<file path="src/rtl/frame_tx_queue.sv">
// frame_tx_queue: packet FIFO feeding a frame sender, holding each head packet through its frame plus a guard interval
module frame_tx_queue #(
    parameter int WIDTH    = 16,
    parameter int LOGSIZE  = 1,
    parameter int LOGDEPTH = 2,
    parameter int GUARD    = 16
) (
    input  logic                clock,
    input  logic                reset_n,
    input  logic                wr_valid,
    input  logic [WIDTH-1:0]    wr_data,
    output logic                wr_ready,
    output logic                tx_start,
    input  logic [LOGSIZE-1:0]  tx_index,
    output logic [WIDTH-1:0]    tx_data,
    input  logic                tx_ready_at_next,
    output logic [LOGDEPTH:0]   pkt_count,
    output logic                busy
);
    localparam int AW = LOGDEPTH + LOGSIZE;
    localparam int GW = $clog2(GUARD + 1);
    localparam logic [AW:0] CAP = {1'b1, {AW{1'b0}}};
    localparam logic [AW:0] PKT = (AW+1)'(1 << LOGSIZE);

    typedef enum logic [1:0] {IDLE, START, SEND, DRAIN} state_t;

    state_t            state, nxt;
    logic [WIDTH-1:0]  mem [2**AW];
    logic [AW-1:0]     wp;
    logic [LOGDEPTH-1:0] rp;
    logic [AW:0]       used;
    logic [GW-1:0]     guard;
    logic              acc, done, rel;

    assign wr_ready = used < CAP;
    assign acc      = wr_valid && wr_ready;
    assign done     = acc && &wp[LOGSIZE-1:0];
    assign rel      = state == DRAIN && guard == '0;
    assign tx_data  = mem[{rp, tx_index}];

    always_ff @(posedge clock)
        if (acc) mem[wp] <= wr_data;

    always_ff @(posedge clock)
        if (!reset_n) state <= IDLE;
        else          state <= nxt;

    always_comb begin
        nxt = state == IDLE  ? (pkt_count != '0 && tx_ready_at_next ? START : IDLE)
            : state == START ? SEND
            : state == SEND  ? (tx_ready_at_next ? DRAIN : SEND)
            : (guard == '0 ? IDLE : DRAIN);
    end

    always_comb begin
        tx_start = state == START;
        busy     = state != IDLE;
    end

    // rp only moves on release, so the head packet is frozen from START to the end of DRAIN
    always_ff @(posedge clock) begin
        if (!reset_n) begin
            wp        <= '0;
            rp        <= '0;
            used      <= '0;
            pkt_count <= '0;
            guard     <= '0;
        end else begin
            wp        <= wp + AW'(acc);
            rp        <= rp + LOGDEPTH'(rel);
            used      <= used + (AW+1)'(acc) - (rel ? PKT : '0);
            pkt_count <= pkt_count + (LOGDEPTH+1)'(done) - (LOGDEPTH+1)'(rel);
            guard     <= state == SEND && tx_ready_at_next ? GW'(GUARD - 1)
                       : state == DRAIN && guard != '0 ? guard - 1'b1 : guard;
        end
    end
endmodule

</file>
<file path="config.mk">
export PLATFORM = sky130hd
export DESIGN_NAME = frame_tx_queue
export DESIGN_NICKNAME = d
export VERILOG_FILES = /design/src/rtl/frame_tx_queue.sv
export SDC_FILE = /design/constraint.sdc
export NUM_CORES = 1
export LEC_CHECK = 0
export BUFFER_PORTS_ARGS = -buffer_cell sky130_fd_sc_hd__buf_2
export CORE_MARGIN = 3
export CORE_UTILIZATION = 25
export CTS_CLUSTER_DIAMETER = 100
export DETAILED_ROUTE_END_ITERATION = 10
export GPL_TIMING_DRIVEN = 0
export PLACE_DENSITY = 0.53
export SLEW_MARGIN = 20
export SYNTH_ARGS = -nofsm -noshare
export SYNTH_HDL_FRONTEND = slang
export SYNTH_SLANG_ARGS = --single-unit
</file>
<file path="constraint.sdc">
create_clock -name clock -period 2.4 [get_ports clock]
set_input_delay 0.36 -clock clock [delete_from_list [all_inputs] [get_ports clock]]
set_output_delay 0.36 -clock clock [all_outputs]
set_load 0.02 [all_outputs]
</file>
==> impl_metrics.env <==
export IMPL_htree_num_levels=4
export IMPL_clock_path_buffers=2
export IMPL_reg2reg_depth=8
export IMPL_viasPerCell=4.25
export IMPL_wl_met1_um=5310
export IMPL_cts_root_buf="clkbuf_16"
export IMPL_route_antenna_remaining_nets=0
export IMPL_start_util_pct=25.5
export IMPL_r2r_end="pkt_count[1]$_SDFF_PN0_"
export IMPL_antenna_found_initial=1
export IMPL_worstPathRequired_ns=2.71
export IMPL_synth_cells=305
export IMPL_initialDrtViolationCount=176
export IMPL_cts_tree="yes"
export IMPL_yosys_area_share_simple_pct=4.58
export IMPL_synth_seq_cells=147
export IMPL_synth_distinct_cells=41
export IMPL_crit_path_top_delay_cell="or4b_4"
export IMPL_utilization_pct=31.7
export IMPL_path_class="register to register"
export IMPL_clkLatencyLatePin_ns=0.41
export IMPL_multi_input_area_um2=1570
export IMPL_cts_reportedPaths_clkPinSlew_ns=0.06
export IMPL_grtUsageTotal_pct=9.79
export IMPL_ys_seq_area_share_pct=72.6
export IMPL_yosysWarnings=0
export IMPL_tightest_slew_ns=0.569
export IMPL_wl_met2_um=5810
export IMPL_diodes=0
export IMPL_postSynthAreaPerCell_um2=19.1
export IMPL_setup_viol=0
export IMPL_wire_per_inst_um=16.7
export IMPL_grt_pass1_vias=3129
export IMPL_synth_compound_area_share_pct=2.32
export IMPL_clock_skew_ns=0.00644
export IMPL_path_common_cell="ha_4"
export IMPL_drc=0
export IMPL_slowest_delay_ns=0.51
export IMPL_first_pass_iters=4
export IMPL_drive_above_1_share_pct=42.6
export IMPL_globalRoute_totalOverflow=0
export IMPL_syn_num_nets=336
export IMPL_peakVddDrop_v=0.000400
export IMPL_numCtsBuffers=17
export IMPL_vias=2973
export IMPL_tns_ns=0
export IMPL_die_w_um=159
export IMPL_grt_first_pass_wirelength_um=17900
export IMPL_end_kind="register"
export IMPL_dp_hpwl_um=7770
export IMPL_die_area_um2=25100
export IMPL_cts_sinks=147
export IMPL_min_period_ns=2.32
export IMPL_crit_chain="inv_2 -> ha_4 -> or4b_4 -> or3_4 -> nand2_2 -> ha_4 -> fa_2 -> and2_1"
export IMPL_status="finished clean"
export IMPL_slew_headroom_pct=62.0
export IMPL_routed_wl_um=11700
export IMPL_leakage_nw=2.39
export IMPL_hp_class="primary input to register"
export IMPL_worstPathMaxFanout=4
export IMPL_cp_startpoint="guard[0]$_SDFFE_PN0P_"
export IMPL_synth_mux_area_share_pct=15.7
export IMPL_dr_wl_met3_um=490
export IMPL_rsz0062_at_grt="false"
export IMPL_synth_fa_ha_area_share_pct=2.28
export IMPL_place_congestion=0.726
export IMPL_syn_cell_area_um2=5820
export IMPL_grt_max_degree=17
export IMPL_synth_top_family_by_area="multiplexers"
export IMPL_power_density_nw_per_um2=880
export IMPL_total_power_mw=6.37
export IMPL_seq_area_um2=4230
export IMPL_io_buffers=41
export IMPL_rrSetupSlack_ns=0.08
export IMPL_dieHeight_um=159
export IMPL_worstPathArrival_ns=2.63
export IMPL_hold_viol=0
export IMPL_timing_fmax_mhz=430
export IMPL_dr_max_layer_used="met5"
export IMPL_period_share_pct=96.9
export IMPL_crit_path_start_kind="register"
export IMPL_synth_xor_xnor_area_share_pct=0.753
export IMPL_slew_viol_final=0
export IMPL_syn_to_final_growth_pct=24.4
export IMPL_io_pins=43
export IMPL_crit_end="pkt_count[1]$_SDFF_PN0_"
export IMPL_core_area_um2=22800
export IMPL_nets=405
export IMPL_maxCapViolations=0
export IMPL_r2r_start="guard[0]$_SDFFE_PN0P_"
export IMPL_fill_cells=2203
export IMPL_rows=55
-- layer usage --
metal / vias up / track usage (%)
met1: 1552 / 12.3
met3: 12 / 3.48
met2: 53 / 16.2
li1: 1354 / -
met4: 2 / 2.50
met5: - / 0
-- Yosys cell counts --
cell	count	area, µm²
a21oi_1	4	20.0
a41oi_1	1	8.76
mux2_2	16	180
o22ai_1	1	6.26
edfxtp_1	128	3840
xor2_1	1	8.76
inv_1	11	41.3
dfxtp_1	19	380
or4b_1	1	10.0
a21o_1	1	7.51
clkbuf_1	8	30.0
nor2_1	12	45.0
a21boi_0	1	7.51
nor3_1	3	15.0
or3_1	1	6.26
buf_2	3	15.0
or4_1	2	15.0
o21ai_0	7	35.0
nand2_1	6	22.5
nand4b_1	1	8.76
buf_1	3	11.3
nand3b_1	1	7.51
nor4_1	1	6.26
xnor2_1	4	35.0
or4_2	1	8.76
and2_1	6	37.5
fa_1	1	20.0
o21a_1	2	15.0
nor4b_1	1	8.76
or3_2	2	15.0
or2_2	1	6.26
a221oi_1	2	17.5
nor2b_1	2	12.5
nor3b_1	3	22.5
clkbuf_2	1	5.00
o31ai_1	1	7.51
mux4_2	32	721
nand2b_1	3	18.8
mux2i_1	1	10.0
o32a_1	1	10.0
ha_1	9	113
-- power by group --
| part | switching (mW) | internal [mW] |
|---|---|---|
| Sequential | 0.0659 | 2.94 |
| Clock | 1.01 | 1.64 |
| Combinational | 0.388 | 0.322 |
| Total | 1.46 | 4.90 |
-- critical path, delay by kind of cell (launching register included) --
kind                     cells  cell delay (ns)
flip-flops                   1             0.32
AND/OR/NAND/NOR              4             1.13
adder cells (fa/ha/maj)      3             0.70
buffers and inverters        1             0.07
-- flip-flops by register name, indices dropped and copies added (netlist names) --
| signal | count |
|---|---|
| mem | 128 |
| guard | 5 |
| used | 4 |
| pkt_count | 3 |
| wp | 3 |
| rp | 2 |
| state | 2 |
-- how the worst min path moves through the flow --
stage | depth (start not counted) | start | end
after floorplan | 0 | wr_data[0] | mem[0][0]$_DFFE_PP_
after global placement | 2 | guard[4]$_SDFFE_PP0P_ | guard[4]$_SDFFE_PP0P_
after detailed placement | 2 | guard[4]$_SDFFE_PP0P_ | guard[4]$_SDFFE_PP0P_
after CTS | 1 | wr_data[14] | mem[3][14]$_DFFE_PP_
after global routing | 1 | wr_data[7] | mem[6][7]$_DFFE_PP_
final | 1 | wr_data[14] | mem[3][14]$_DFFE_PP_
-- repair_timing --
item	CTS	global route
cloned	0	0
buffers inserted	4	0
hold buffers	0	0
setup endpoints to repair	19	3
resized for setup	21	4
pin swaps	0	1
hold endpoints to repair	0	0
-- stage by stage --
step / cell area, µm² / worst slack [ns] / hold slack [ns] / instances
floorplan: 5830 / 0.0176 / 0.459 / 305
global route: 7230 / 0.000119 / 0.204 / 700
detailed placement: 6570 / -0.194 / 0.526 / 669
CTS: 7230 / 0.0125 / 0.196 / 703
finish: 7230 / 0.0750 / 0.213 / 700
global placement: 6430 / -1.34 / 0.494 / 659
-- cell usage in the layout, fill, tap and decap left out, drive strengths merged, types with 2 or more instances in the layout --
master / count
clkinv: 4
clkbuf: 25
or4: 3
bufinv: 3
dfxtp: 19
a221oi: 2
edfxtp: 128
o21ai: 7
mux4: 32
nor3: 3
nand2: 6
nor3b: 3
buf: 60
nor2b: 2
inv: 14
clkinvlp: 2
mux2: 16
nor2: 12
or3: 3
ha: 9
xnor2: 4
o21a: 2
and2: 6
a21oi: 4
nand2b: 3
-- area by class of cell --
type                       count  area share [%]
sequential                   147            58.5
tap                          313            5.42
clock buffer                  20            6.04
inverter                      11           0.571
multi-input combinational    132            21.7
clock inverter                12            2.13
timing repair buffer          55            4.81
buffer                        10           0.848
-- cells by family after synthesis --
| logic type | after synthesis |
|---|---|
| AOI/OAI and AO/OA | 21 |
| xor gates and xnor gates | 5 |
| adders and majority gates | 10 |
| buffers and inverters | 26 |
| DFF | 147 |
| muxes | 49 |
| and+or+nand+nor | 47 |
Power figures use the tool's default switching activity.
